<file path="src/rtl/uart_v2_rx.sv">
// 8N1 UART receiver: 4x oversampled rx_line into a one-deep holding register with sticky error flags.
// Latency: byte visible 38*SAMPLE_DIV cycles after START entry (stop sample at mid-bit).
// Backpressure: none on the line; a byte completing while rx_full=1 without rx_ack is dropped and flagged.
module uart_v2_rx #(
    parameter int unsigned SAMPLE_DIV = 109
) (
    input  logic       sysclk,
    input  logic       sysreset,
    input  logic       rx_line,
    input  logic       rx_ack,
    input  logic       err_clear,
    output logic [7:0] rx_data,
    output logic       rx_full,
    output logic       rx_busy,
    output logic       rx_frame_err,
    output logic       rx_overrun
);

    localparam logic [15:0] DIV_LAST = 16'(SAMPLE_DIV - 1);

    typedef enum logic [2:0] {IDLE, START, DATA, STOP, WAIT_HIGH} state_t;

    state_t      state;
    logic [1:0]  sync_q;
    logic        rxs;
    logic [15:0] div_cnt;
    logic        tick;
    logic [1:0]  phase;
    logic [2:0]  bit_idx;
    logic [7:0]  shift_q;

    assign rxs  = sync_q[1];
    assign tick = (div_cnt == DIV_LAST);

    // Synchronizer resets to idle-high so reset release never looks like a start edge.
    always_ff @(posedge sysclk or negedge sysreset) begin
        if (!sysreset) begin
            sync_q <= 2'b11;
        end else begin
            sync_q <= {sync_q[0], rx_line};
        end
    end

    always_ff @(posedge sysclk or negedge sysreset) begin
        if (!sysreset) begin
            state        <= IDLE;
            div_cnt      <= '0;
            phase        <= '0;
            bit_idx      <= '0;
            shift_q      <= '0;
            rx_data      <= '0;
            rx_full      <= 1'b0;
            rx_busy      <= 1'b0;
            rx_frame_err <= 1'b0;
            rx_overrun   <= 1'b0;
        end else begin
            // Clears and acks first; any set or delivery below in the same cycle overrides them.
            if (err_clear) begin
                rx_frame_err <= 1'b0;
                rx_overrun   <= 1'b0;
            end
            if (rx_ack && rx_full) begin
                rx_full <= 1'b0;
            end

            case (state)
                IDLE: begin
                    div_cnt <= '0;
                    phase   <= '0;
                    if (!rxs) begin
                        state   <= START;
                        rx_busy <= 1'b1;
                    end
                end
                WAIT_HIGH: begin
                    div_cnt <= '0;
                    if (rxs) begin
                        state   <= IDLE;
                        rx_busy <= 1'b0;
                    end
                end
                default: begin
                    div_cnt <= tick ? 16'd0 : div_cnt + 16'd1;
                    if (tick) begin
                        phase <= phase + 2'd1;
                        case (state)
                            START: begin
                                if (phase == 2'd1) begin
                                    phase <= '0;
                                    if (rxs) begin
                                        state   <= IDLE;
                                        rx_busy <= 1'b0;
                                    end else begin
                                        state   <= DATA;
                                        bit_idx <= '0;
                                    end
                                end
                            end
                            DATA: begin
                                if (phase == 2'd3) begin
                                    shift_q <= {rxs, shift_q[7:1]};
                                    bit_idx <= bit_idx + 3'd1;
                                    if (bit_idx == 3'd7) begin
                                        state <= STOP;
                                    end
                                end
                            end
                            STOP: begin
                                if (phase == 2'd3) begin
                                    if (rxs) begin
                                        state   <= IDLE;
                                        rx_busy <= 1'b0;
                                        if (!rx_full || rx_ack) begin
                                            rx_data <= shift_q;
                                            rx_full <= 1'b1;
                                        end else begin
                                            rx_overrun <= 1'b1;
                                        end
                                    end else begin
                                        // Break or bad stop: drop the byte and wait out the low line.
                                        state        <= WAIT_HIGH;
                                        rx_frame_err <= 1'b1;
                                    end
                                end
                            end
                            default: state <= IDLE;
                        endcase
                    end
                end
            endcase
        end
    end

endmodule

</file>
<file path="config.mk">
export PLATFORM = sky130hd
export DESIGN_NAME = uart_v2_rx
export DESIGN_NICKNAME = d
export VERILOG_FILES = /design/src/rtl/uart_v2_rx.sv
export SDC_FILE = /design/constraint.sdc
export NUM_CORES = 1
export LEC_CHECK = 0
export CAP_MARGIN = 20
export CORE_MARGIN = 1.5
export CORE_UTILIZATION = 30
export CTS_BUF_LIST = sky130_fd_sc_hd__clkbuf_8
export CTS_CLUSTER_DIAMETER = 50
export CTS_CLUSTER_SIZE = 14
export DETAILED_ROUTE_END_ITERATION = 6
export GPL_ROUTABILITY_DRIVEN = 1
export MAX_ROUTING_LAYER = met4
export SETUP_SLACK_MARGIN = 0.4
export SKIP_LAST_GASP = 1
export SLEW_MARGIN = 20
export SYNTH_ARGS = -nofsm -noshare
export SYNTH_HDL_FRONTEND = slang
export SYNTH_SLANG_ARGS = --single-unit
</file>
<file path="constraint.sdc">
create_clock -name sysclk -period 2.52 [get_ports sysclk]
set_input_delay 0.756 -clock sysclk [delete_from_list [all_inputs] [get_ports sysclk]]
set_output_delay 0.756 -clock sysclk [all_outputs]
set_load 0.01 [all_outputs]
</file>
==> results of run 1 <==
[metal layers]
layer	global-route usage, %	vias to the layer above
met1	16.0	797
li1	-	769
met2	16.6	26
met3	2.19	4
met4	5.47	0
met5	-	-
[sequential cells by signal (all words and copies together), names as in the netlist]
register	cells
div_cnt	16
rx_overrun	1
rx_data	8
rx_full	1
rx_busy	1
rx_frame_err	1
sync_q	2
shift_q	8
phase	2
state	3
bit_idx	3
[repair_timing]
action                                  in CTS  in global routing
hold buffers                                 0                  0
buffers inserted                             2                  2
endpoints found under the setup margin       2                 11
pin swaps                                    1                  2
resized for setup                            0                  1
[through the flow]
step / worst slack (ps) / cells / instance area, um^2
floorplan: 603 / 198 / 2310
global placement: 219 / 309 / 2570
detailed placement: 210 / 309 / 2570
CTS: 457 / 319 / 2680
global route: 421 / 321 / 2710
finish: 501 / 321 / 2710
[report_power, final]
group	switching, mW	total [mW]	internal [mW]
Sequential	0.00181	0.742	0.740
Combinational	0.0171	0.0258	0.00868
Clock	0.273	0.480	0.206
Total	0.292	1.25	0.955
[kinds of logic after synthesis]
family,count (synthesis)
simple gates,74
flops,46
compound gates,27
mux,20
buf+inv,17
xor+xnor,10
fa+ha+maj,4
[layout by cell type (no fill, tap or decap), drive strengths merged, types with 4 or more instances in the layout]
cell            n
clkdlybuf4s50  15
inv            12
nor4            4
xor2            9
nor3            4
nor2           14
a21oi           6
nand3           9
buf             9
dfrtp          44
nand2           9
nand4           7
mux2           19
o21ai           4
clkbuf          5
o22ai           4
and3            6
ha              4
[layout make-up]
| class | count | area, um^2 |
|---|---|---|
| tap | 99 | 124 |
| sequential | 46 | 1150 |
| multi-input combinational | 135 | 1070 |
| clock inverter | 3 | 26.3 |
| fill | 733 | 4660 |
| timing repair buffer | 24 | 228 |
| inverter | 9 | 33.8 |
| clock buffer | 5 | 68.8 |
[path summary, 6_finish.rpt]
path,cells past startpoint,end,startpoint
max,1,rx_busy,rx_busy$_DFFE_PN0P_
min,0,sync_q[1]$_DFF_PN1_,sync_q[0]$_DFF_PN1_
max reg2reg,4,state[0]$_DFFE_PN0P_,div_cnt[10]$_DFF_PN0_
min reg2reg,0,sync_q[1]$_DFF_PN1_,sync_q[0]$_DFF_PN1_
max in group asynchronous,2,div_cnt[11]$_DFF_PN0_,sysreset
min in group asynchronous,1,bit_idx[2]$_DFFE_PN0P_,sysreset
==> key figures, run 1 <==
Outcome
  • Status: finished, final reports clean

Final layout
  • Final Core Density: 36.7%
  • Layout cell share with drive strength beyond 1: between 20 and 25%
  • Post-layout net count: 230
  • N_diodes: 0
  • Area delta synth->final: 17.0%

Yosys
  • Yosys cell types: 55
  • Post-synth EDFFs: 0
  • Post-synth top area share: 47.6%
  • Top-count cell post-synth: dfrtp_1
  • Area contributors post-synth: dfrtp_1 (48%), mux2_2 (9.2%), xor2_1 (3.4%), dfstp_2 (2.3%), nor2_1 (2.3%)
  • Syn avg cell area: 11.7 um^2
  • Main combinational cell family by area after synthesis: simple AND/OR/NAND/NOR gates
  • Mux share of post-synthesis cell area: 9.68%
  • Seq cells post-synth: 46
  • Ys flop type: dfrtp_1
  • Post-synth top area cell: dfrtp_1
  • Seq/Total Area, Yosys: 49.9%
  • Post-Synth XOR/XNOR Area: between 3 and 4%
  • Cell area after synthesis: 0.00231 mm^2
  • Yosys warnings: 0
  • Synth Area in Simple Gates: 22.3%
  • Cells after Synth: slightly below 200
  • Post-synthesis async set-or-reset flop share: 100%
  • Post-Syn Nets: just over 200
  • Synth Area in Adders: under 10%
  • Compound-Gate Fraction of Synth Area: 8.00%
  • Synth top cells by count: dfrtp_1 (44), mux2_2 (19), nor2_1 (14)

Global route
  • First-pass GRT wire length: 7650 um
  • Vias in the first global route: 1,546
  • Initial antenna violation count: 0
  • Largest net degree at the start of global routing: 32
  • GRT overflow: 0
  • GRT Total Usage: a little under an eighth

Clocking
  • Clock-pin slew on the worst setup and hold paths: 90 ps
  • CTS Sinks: 46
  • Num CTS Buffers: 5
  • Root buf cell: clkbuf_8
  • Clock Latency Late Sink: 300 ps
  • CTS tree: done
  • CTS max path bufs: 2
  • Htree depth: 2

Route
  • Initial drt markers: between 100 and 150
  • Max Used Layer: met4
  • DRC Markers: 0
  • Drt wl/cell: around 14 um
  • Pre-antenna DRT Iters: 4
  • Final wirelength: 4350 um
  • Met2 wire length: 2040 um
  • Vias/cell: 4.97
  • WL met1: 2120 um
  • Vias: 1,596
  • Routed Antenna Nets: 0
  • Met3 routed WL: 95 um

Worst setup path
  • Bufs and invs on worst path: 1
  • Slowest cell on the critical path: clkdlybuf4s50_1
  • Crit-path cells: clkdlybuf4s50_1
  • Critical-path maximum fanout: 4
  • Crit path largest cell delay: between 500 and 600 ps
  • Critical Path Source Type: flop
  • Worst Path Required: 1760 ps
  • Critical path's top delay family: buffers and inverters
  • R2R setup slack: 520 ps
  • CP Capture Type: primary output
  • Worst EP arrival: approximately 1300 ps
  • Setup CP Type: reg -> out

Min path
  • Hold Crit Class: reg -> reg

Timing
  • RSZ-0062 raised after global routing: no
  • Worst-margin pin slew: 669 ps
  • Period utilization: 80.1%
  • Setup_tns: 0 ps
  • Final setup violation count: 0
  • Fin. max-slew vios: 0
  • FMAX: 495 MHz
  • Final hold slack: roughly 360 ps
  • Clock Skew: 9.83 ps
  • Tmin final: roughly 2000 ps
  • Final Hold Fails: 0
  • Relative slew slack: 55.4%

Floorplan
  • Std-Cell Rows: 31
  • Starting Density: 31.4%
  • Die W: 90.8 um
  • Total I/O pin count: 17
  • CORE AREA: between 0.007 and 0.008 mm^2
  • Die ar.: 0.00825 mm^2
  • Die Y: between 90 and 100 um

Pwr
  • Total power: 1.25 mW
  • VDD IR-drop max: 427 uV
  • Leakage: around 1.2 nW
  • Power density over the cells: 461 mW/mm^2

Placed design
  • Dpl hpwl: 3010 um
  • I/O Buffers: 16
  • Gpl congestion: around 0.75

Job
  • Max Cap Viol: 0
Power figures use the tool's default switching activity.
==> inputs of run 2 (changes only) <==
==> constraint.sdc (replaced) <==
create_clock -name sysclk -period 2.1 [get_ports sysclk]
set_input_delay 0.63 -clock sysclk [delete_from_list [all_inputs] [get_ports sysclk]]
set_output_delay 0.63 -clock sysclk [all_outputs]
set_load 0.01 [all_outputs]
==> run 2 against run 1 <==
Cell count increased by 5.0%. Sequential cell count stayed put. Die area did not move. First-iteration DRC count grew 17%. Clock-buffer cell count did not move. Non-clock buffer count grew 16. Clock skew grew 2.2 ps. Sequential power rose by 20%. Sequential share of layout area decreased by 3.2 points. Final area rose by 8.8%. Combinational power is 26% higher. Highest routed layer unchanged. Core utilization increased by 3.2 points.
==> key figures, run 2 (synthesis gave the netlist of run 1 again) <==
Outcome
  • Status: finished, final reports clean

Route
  • Routed Antenna Nets: 0
  • Pre-antenna DRT Iters: 4
  • DRC Markers: 0
  • Final wirelength: 4560 um
  • Initial drt markers: 134
  • Vias: 1,650
  • Vias/cell: 4.90
  • Drt wl/cell: about 14 um

Clocking
  • Clock Latency Late Sink: roughly 310 ps
  • CTS max path bufs: 2
  • Root buf cell: clkbuf_8
  • CTS tree: done
  • CTS Sinks: 46
  • Htree depth: 2
  • Num CTS Buffers: 5
  • Hold Buf Count CTS: 0
  • Clock-pin slew on the worst setup and hold paths: 100 ps

Global route
  • Met2 usage: 19.3%
  • Met1 Track Usage GR: around 15%
  • Vias in the first global route: 1,649
  • Met3 usage: 2.36%
  • GRT overflow: 0
  • Initial antenna violation count: 0
  • Largest net degree at the start of global routing: 29
  • GRT Total Usage: 12.3%
  • Most used routing layer: met2
  • First-pass GRT wire length: 7970 um

Final layout
  • Area delta synth->final: 27.3%
  • Layout cell share with drive strength beyond 1: 37.0%
  • Max reg flops: 16
  • Most frequent cells in the layout: dfrtp_1 (39), buf_4 (18), mux2_2 (15)
  • Top Registers: div_cnt x16, rx_data x8, shift_q x8
  • N_diodes: 0
  • Finished Layout Cells: 337
  • Commonest non-fill, non-tap cell in the layout: dfrtp_1
  • Largest register by flop count: div_cnt
  • Post-layout net count: 246
  • Filler cells: a little over 700
  • Final Core Density: 40.0%

Floorplan
  • Die W: 90.8 um
  • Starting Density: 31.4%
  • Total I/O pin count: 17
  • Std-Cell Rows: 31
  • CORE AREA: 0.00737 mm^2
  • Die Y: 90.8 um
  • Die ar.: 0.00825 mm^2

Timing
  • Worst-margin pin slew: 730 ps
  • RSZ-0062 raised after global routing: yes
  • Final Hold Fails: 0
  • Tmin final: ~1900 ps
  • FMAX: 539 MHz
  • Fin. max-slew vios: 0
  • Final hold slack: 250 ps
  • Relative slew slack: 51.1%
  • Period utilization: roughly 90%
  • Final setup violation count: 0
  • Clock Skew: 12.0 ps

Worst setup path
  • Worst Path Required: 2310 ps
  • Worst EP arrival: approximately 2100 ps
  • Setup CP Type: reg -> reg
  • Critical-path maximum fanout: 7
  • CP Capture Type: flop
  • Number of cells on the worst reg-to-reg path: 5
  • Critical Path Source Type: flop

Placed design
  • Dpl hpwl: around 3200 um
  • I/O Buffers: 16
  • Gpl congestion: 0.849
  • Placed cells: 315

Pwr
  • Clock network power share: 38.7%
  • Switch share: 23.8%
  • Leakage: 1.38 nW
  • Total power: 1.51 mW
  • Internal Pwr Total: 1.15 mW
  • VDD IR-drop max: 278 uV
  • Seq pwr share: 59.1%
  • Combinational share of power: 2.2%
  • Switching pwr: 0.359 mW
  • Power density over the cells: between 500 and 600 mW/mm^2

Min path
  • Hold Crit Class: in -> async

Job
  • Max Cap Viol: 0
-- run 2: cell types whose count changed in the layout (fill, tap and decap cells not counted), sizes merged --
| cell | change |
|---|---|
| clkdlybuf4s50 | -12 |
| inv | -1 |
| buf | +16 |
| clkinvlp | +1 |
| dlygate4sd2 | +12 |
-- run 2: stage by stage --
step / area, um^2 / setup WS (ps) / TNS [ps]
finish: 2950 / 244 / 0
global route: 2950 / 155 / 0
global placement: 2670 / -79.1 / -595
CTS: 2830 / 227 / 0
floorplan: 2350 / 278 / 0
detailed placement: 2670 / -93.2 / -645
-- run 2: area by class of cell --
| type | instances | area, um^2 | area share, % |
|---|---|---|---|
| Tap cell | 99 | 124 | 4.21 |
| Inverter | 9 | 33.8 | 1.15 |
| Sequential cell | 46 | 1160 | 39.4 |
| Clock buffer | 5 | 68.8 | 2.34 |
| Multi-Input combinational cell | 135 | 1170 | 39.8 |
| Clock inverter | 3 | 27.5 | 0.935 |
| Timing Repair Buffer | 40 | 360 | 12.2 |
-- run 2: per-layer routing --
metal	share of wire, %	wire, um
met3	2.9	133
met5	0	0
met4	1.9	85
met2	49	2220
met1	47	2120
-- run 2: timing repair --
item                       CTS  global route
setup buffers                6             8
gates resized for setup     24            15
setup endpoints to repair   53            43
pin swaps                    5             4
gates cloned                 0             0
-- run 2: critical path, stage by stage (launching register included) --
cell	delay [ps]
dfrtp_2	450
or4b_4	560
nor4_4	240
buf_6	180
o32ai_4	80
a32o_1	240
-- run 2: final timing paths --
kind                                       from                    to  slack, ps
hold / removal                         sysreset  div_cnt[8]$_DFF_PN0_        250
min in group sysclk         sync_q[0]$_DFF_PN1_   sync_q[1]$_DFF_PN1_        360
setup / recovery           div_cnt[9]$_DFF_PN0_  state[0]$_DFFE_PN0P_        240
max in group asynchronous              sysreset   sync_q[0]$_DFF_PN1_       1280
hold reg to reg             sync_q[0]$_DFF_PN1_   sync_q[1]$_DFF_PN1_        360
setup reg to reg           div_cnt[9]$_DFF_PN0_  state[0]$_DFFE_PN0P_        240
-- run 2: power by group through the flow --
stage	Combinational (mW)	Sequential, mW	Clock (mW)
detailed placement	0.0342	0.908	0
global route	0.0372	0.891	0.635
floorplan	0.00445	0.908	0
CTS	0.0343	0.891	0.592
global placement	0.0342	0.908	0
finish	0.0326	0.891	0.583
